### config.mk
export PLATFORM = sky130hd
export DESIGN_NAME = preamp_debounce
export DESIGN_NICKNAME = d
export VERILOG_FILES = /design/src/rtl/preamp_pkg.sv /design/src/rtl/preamp_sync2.sv /design/src/rtl/preamp_debounce.sv
export SDC_FILE = /design/constraint.sdc
export NUM_CORES = 1
export LEC_CHECK = 0
export CORE_ASPECT_RATIO = 0.5
export CORE_UTILIZATION = 36
export CTS_BUF_LIST = sky130_fd_sc_hd__clkbuf_4
export DETAILED_ROUTE_END_ITERATION = 6
export GPL_ROUTABILITY_DRIVEN = 1
export PLACE_DENSITY = 0.64
export SLEW_MARGIN = 15
export SYNTH_ARGS = -nofsm -noshare
export SYNTH_HDL_FRONTEND = slang
export SYNTH_HIERARCHICAL = 1
export SYNTH_SLANG_ARGS = --single-unit
### constraint.sdc
create_clock -name clk -period 1.9 [get_ports clk]
set_clock_uncertainty 0.05 [all_clocks]
set_input_delay 0.38 -clock clk [delete_from_list [all_inputs] [get_ports clk]]
set_output_delay 0.38 -clock clk [all_outputs]
set_load 0.01 [all_outputs]
### src/rtl/preamp_pkg.sv
// Shared definitions for the preamp button path: debounce FSM state
// encoding and default timing constants.
package preamp_pkg;

    typedef enum logic [1:0] {
        LOW_STABLE  = 2'd0,
        LOW_PEND    = 2'd1,
        HIGH_STABLE = 2'd2,
        HIGH_PEND   = 2'd3
    } state_t;

    // 10 ms of stable input at the nominal 50 MHz system clock.
    localparam int DEFAULT_DEBOUNCE_CYCLES = 500000;
    localparam int CLK_HZ                  = 50_000_000;

endpackage

### src/rtl/preamp_sync2.sv
// Two-flop synchronizer for asynchronous button levels. Resets to 0 so a
// held button after reset is seen as a fresh press downstream.
module preamp_sync2 (
    input  logic clk,
    input  logic rst,
    input  logic d,
    output logic q
);

    logic s1;

    // Metastability chain: s1 may go metastable, q is the settled copy.
    always_ff @(posedge clk or negedge rst) begin
        if (!rst) begin
            s1 <= 1'b0;
            q  <= 1'b0;
        end else begin
            s1 <= d;
            q  <= s1;
        end
    end

endmodule

### src/rtl/preamp_debounce.sv
// Push-button debouncer: synchronizes the raw level, then requires
// DEBOUNCE_CYCLES consecutive identical samples before the clean level
// flips. Emits one-cycle rise/fall strobes alongside the level change.
module preamp_debounce
    import preamp_pkg::*;
#(
    parameter int DEBOUNCE_CYCLES = DEFAULT_DEBOUNCE_CYCLES,
    parameter int CNT_W           = 19
) (
    input  logic clk,
    input  logic rst,
    input  logic btn_raw,
    output logic btn_debounce,
    output logic btn_rise,
    output logic btn_fall
);

    // Counter value on the sample that completes qualification.
    localparam logic [CNT_W-1:0] LAST = CNT_W'(DEBOUNCE_CYCLES - 1);
    localparam logic [CNT_W-1:0] ONE  = CNT_W'(1);

    logic             s2;
    state_t           state, state_n;
    logic [CNT_W-1:0] cnt, cnt_n;
    logic             rise_n, fall_n;

    preamp_sync2 u_sync (
        .clk (clk),
        .rst (rst),
        .d   (btn_raw),
        .q   (s2)
    );

    // State, counter and strobe registers.
    always_ff @(posedge clk or negedge rst) begin
        if (!rst) begin
            state    <= LOW_STABLE;
            cnt      <= '0;
            btn_rise <= 1'b0;
            btn_fall <= 1'b0;
        end else begin
            state    <= state_n;
            cnt      <= cnt_n;
            btn_rise <= rise_n;
            btn_fall <= fall_n;
        end
    end

    // Next-state logic. cnt holds the number of consecutive samples seen
    // at the new level; any reversion drops back to the stable state at 0.
    always_comb begin
        state_n = state;
        cnt_n   = '0;
        rise_n  = 1'b0;
        fall_n  = 1'b0;
        case (state)
            LOW_STABLE: begin
                if (s2) begin
                    state_n = LOW_PEND;
                    cnt_n   = ONE;
                end
            end
            LOW_PEND: begin
                if (!s2) begin
                    state_n = LOW_STABLE;
                end else if (cnt == LAST) begin
                    state_n = HIGH_STABLE;
                    rise_n  = 1'b1;
                end else begin
                    cnt_n = cnt + ONE;
                end
            end
            HIGH_STABLE: begin
                if (!s2) begin
                    state_n = HIGH_PEND;
                    cnt_n   = ONE;
                end
            end
            HIGH_PEND: begin
                if (s2) begin
                    state_n = HIGH_STABLE;
                end else if (cnt == LAST) begin
                    state_n = LOW_STABLE;
                    fall_n  = 1'b1;
                end else begin
                    cnt_n = cnt + ONE;
                end
            end
            default: begin
                state_n = LOW_STABLE;
            end
        endcase
    end

    // Output is high in both HIGH states: a pending release keeps it high.
    assign btn_debounce = (state == HIGH_STABLE) || (state == HIGH_PEND);

endmodule

-- Word-level counts from Yosys, hierarchy flattened
Cells that the tools add are included.
- add/sub/neg operators: 1
- equality and inequality tests: 8
- multiplexer cells: 18
- reduce and logical (&&, ||, !) cells: 3
- operators by type and width (kind ; number):
    19-bit one-hot mux with 4 select lines ; 1
    19-bit two-way mux ; 3
    19-bit by 1-bit adder with 19-bit output (second input constant) ; 1
    19-bit == test (second input constant) ; 1
    2-bit two-way mux ; 6
    2-bit one-hot mux with 4 select lines ; 1
    1-bit two-way mux ; 7
    2-bit == test (second input constant) ; 2
    4-bit AND reduction ; 1
    3-bit by 2-bit inequality test with 1-bit output (second input constant) ; 1
    3-bit inequality test (second input constant) ; 1
    2-bit by 1-bit == test with 1-bit output (second input constant) ; 1
    2-bit zero test ; 1
    2-bit by 1-bit inequality test with 1-bit output (second input constant) ; 1
    2-bit inequality test (second input constant) ; 1
    1-bit logical OR ; 1
- register bits: 25
- word-level logic and storage cells: 36

-- Longest topological paths before layout
- depth in word-level cells: 4
- depth in mapped cells: 7
- depth with buffers taken out: 5

-- Cells and area by module
Netlist, hierarchy kept.
- by module, submodules not included (module ; instances ; cells an instance ; area an instance (µm²) ; sequential area each (µm²)):
    preamp_debounce ; 1 ; 111 ; 1117.3 ; 575.6
    preamp_sync2 ; 1 ; 2 ; 50.0 ; 50.0

-- Worst setup path after synthesis
Ideal clock, no wire load.
- path type: reg2reg
- start: register cnt[5]
- end: register cnt[17]
- setup time: 0.073 ns
- arrival: 1.778 ns
- required time: 1.777 ns
- slack: -0.001 ns
- stages on the path, launching flop included: 6
- buffers on the path: 1
- clock period less this slack: 1.901 ns
- cells stage by stage: dfrtp_1 > nand3_4 > or4_1 > buf_2 > or4_4 > a21oi_2
- cells in the longest elaborated chain, start to end: 4
- elaborated cells on any way between the ends: 6
- those cells by class: 1 x add/sub; 1 x eq/ne; 4 x mux
- ends and longest elaborated chain (element ; line ; source):
    start, declared ; preamp_debounce.sv:24 ; logic [CNT_W-1:0] cnt, cnt_n;
    start signal, assigned ; preamp_debounce.sv:43 ; cnt <= cnt_n;
    19-bit by 1-bit adder with 19-bit output / 19-bit == test (equally long branches) ; n/a ;
    19-bit two-way mux * ; preamp_debounce.sv:66, preamp_debounce.sv:82 ;
    19-bit two-way mux (on tied branches) ; preamp_debounce.sv:80, preamp_debounce.sv:64 ;
    19-bit one-hot mux with 4 select lines * ; preamp_debounce.sv:56 ; case (state)
    via cnt_n[17] ; preamp_debounce.sv:24 ;
The timed path passes the listed nets; every way through them passes the cells marked *.
A chain may end at the register's enable or synchronous reset.

-- Worst setup path in the final report
- start: register cnt[10]
- end: register cnt[17]
The elaborated chain is that of the path after synthesis.

==> metrics.yaml <==
run_status:
  status: "finished clean"
logic_synthesis:
  synth_cells: 113
  synth-compound-area-share: 0.0675
  synthFlopType: "dfrtp_1"
  synth-seq-cells: 25
  synthSimpleGateAreaFrac: 0.243
  synth_top_family_by_area: "simple AND/OR/NAND/NOR gates"
  yosys.area_share.adder: 0.0107
  synth_edf_count: 0
  synth_warnings: 6
  yosys.area_share.xor_xnor: 0.0975
  yosysSeqAreaShare: 0.536
  synth.distinct_cells: 31
  muxShareOfSynthArea: 0.00965
  syn-cell-area_um2: 1170
  syn-num-nets: 117
  syn_avg_cell_area_um2: 10.3
  ys_async_sr_fraction: 1.00
placement:
  port_buffers: 5
  place_ws_ns: 0.0382
  dpl.cell_count: 167
  dp_hpwl_mm: 1.60
  place_area_um2: 1350
  gp_congestion: 0.829
worst_setup_path:
  crit_start: "cnt[10]$_DFF_PN0_"
  path_cells: "buf_4 > nand2_1 > or4_4 > or4_4 > a21oi_2"
  cp-end-kind: "flop"
  cp.required_ns: 2.12
  r2r-start: "cnt[10]$_DFF_PN0_"
  slowest_stage: "or4_4"
  rrSetupSlack_ns: 0.06
  criticalPathCategory: "reg2reg"
  slowest_delay_ns: 0.55
  cp-start-kind: "flop"
  worstPathArrival_ns: 2.06
  path_common_cell: "or4_4"
  crit_fanout: 8
clock_tree:
  path_clk_slew_ns: 0.15
  numCtsBuffers: 3
  cts_sinks: 25
  clkLatencyLatePin_ns: 0.34
  post_cts_buffers: 0
  clockRootBuffer: "clkbuf_4"
  postCtsHoldBufs: 0
  cts_max_level: 1
  clk_path_buf_depth: 2
  cts_tree: "yes"
floorplan:
  ios: 6
  core_area_um2: 3050
  fp.dieW_um: 82.5
  start_util: 0.383
  design.die.area_um2: 3490
  die_h_um: 42.3
  rows: 14
timing:
  tightest_slew_ns: 0.559
  period_minus_slack_ns: 1.84
  layout_setup_ws_ns: 0.0606
  hold_viol: 0
  fin_crit_sh: 0.968
  relSlewSlack: 0.624
  drv_slew: 0
  max_freq_mhz: 544
  rsz0062_at_grt: "true"
  setup_viol: 0
power_and_ir_drop:
  cellLeakagePower_nw: 0.552
  p_per_area_nw_per_um2: 593
  ir_worst_vdd_mv: 0.297
route:
  dr.pass1.iters: 4
  antenna_left: 0
  drc: 0
  num_vias: 849
  postRouteWirelength_mm: 2.15
  drt-initial-drc-count: 20
  wl_per_cell_um: 12.6
  vias_per_cell: 4.96
global_routing:
  grt_pass1_vias: 790
  global_route.usage.met1: 0.210
  grt_start_max_net_pins: 26
  grt_usage: 0.144
  grt_pass1_wl_mm: 3.70
  grt_busiest_layer: "met1"
  use_met2: 0.208
  overflow: 0
  use_met3: 0.0391
  antenna_found_initial: 0
finish:
  multiInputGateArea_um2: 531
  num_antenna_cells: 0
  final_common_cell: "dfrtp_1"
  area_growth_pct: 20.5
  final_cell_area_um2: 1410
  nFillCells: 293
  seq_area_um2: 626
  layout.nets: 136
  final_cell_mix: "dfrtp_1, nor2_1, buf_4"
  layoutNonFillerInstCount: 171
  drive_gt1_frac: 0.229
flow_run:
  maxCapViolations: 0
worst_hold_path:
  hold_path_class: "in2async"
==> registers in the layout, summed over array words and instances, names as in the netlist, named ones only <==
signal and flops:
u_sync/s1 1, cnt 19, state 1, btn_rise 1, btn_fall 1, u_sync/q 1
==> report_power, final <==
part,internal (mW),switching [mW]
combinational,0.0144,0.0224
sequential,0.538,0.00363
clock,0.0809,0.175
==> layout make-up <==
| cell class | count | area share |
|---|---|---|
| flip-flops and latches | 25 | 0.445 |
| multi-input cells | 78 | 0.377 |
| well taps | 40 | 0.0356 |
| repair buffers | 18 | 0.105 |
| clock inverters | 1 | 0.00534 |
| inverters | 6 | 0.0160 |
| clock buffers | 3 | 0.0160 |
==> timing repair <==
item	4_1_cts	5_1_grt
setup endpoints to repair	1	4
gates cloned	0	0
pin swaps	0	2
gates resized for setup	1	5
hold endpoints to repair	0	0
==> worst paths after layout <==
path	cells after the start	to
hold / removal	2	cnt[1]$_DFF_PN0_
min in group clk	0	u_sync/q$_DFF_PN0_
setup reg to reg	5	cnt[17]$_DFF_PN0_
hold reg to reg	0	u_sync/q$_DFF_PN0_
max in group asynchronous	2	cnt[17]$_DFF_PN0_
setup / recovery	5	cnt[17]$_DFF_PN0_
==> cells in the mapped netlist, drive strengths merged, types with 3 or more instances <==
cell type  number  share of area
xnor2           9          0.068
dfrtp          25           0.54
nand3           4          0.028
nand2           9          0.029
nor2           15          0.048
nor4            5          0.027
nor3            3          0.013
buf             3          0.013
a21oi           5          0.025
inv             6          0.019
or4             4          0.029
nand4           3          0.016
xor2            4          0.030
==> worst max-delay path, delay by kind of cell, from the launching register on <==
family	cells	cell delay [ns]
compound gates	1	0.12
buf+inv	1	0.13
flops	1	0.39
simple gates	3	1.07
==> kinds of logic (layout without fill, tap and decap cells) <==
family | Yosys count | in the layout
AOI/OAI and AO/OA | 12 | 12
xor gates and xnor gates | 13 | 13
adders and majority gates | 1 | 1
buffers and inverters | 10 | 28
DFF | 25 | 25
muxes | 1 | 1
and+or+nand+nor | 51 | 51
==> per-stage QoR <==
step / setup TNS [ns] / hold slack, ns / util / total power, mW
global placement: 0 / 0.285 / 0.443 / 0.589
finish: 0 / 0.324 / 0.461 / 0.834
floorplan: 0 / 0.0344 / - / 0.565
CTS: 0 / 0.327 / 0.455 / 0.845
detailed placement: 0 / 0.286 / 0.443 / 0.590
global route: -0.0150 / 0.320 / 0.461 / 0.873
==> metal layers <==
layer / wire length (um) / share of wire / up-vias
li1: - / - / 426
met5: 0 / 0 / -
met4: 23 / 0.011 / 0
met2: 910 / 0.42 / 12
met3: 68 / 0.032 / 2
met1: 1150 / 0.53 / 409
(Power assumes the default switching activity.)
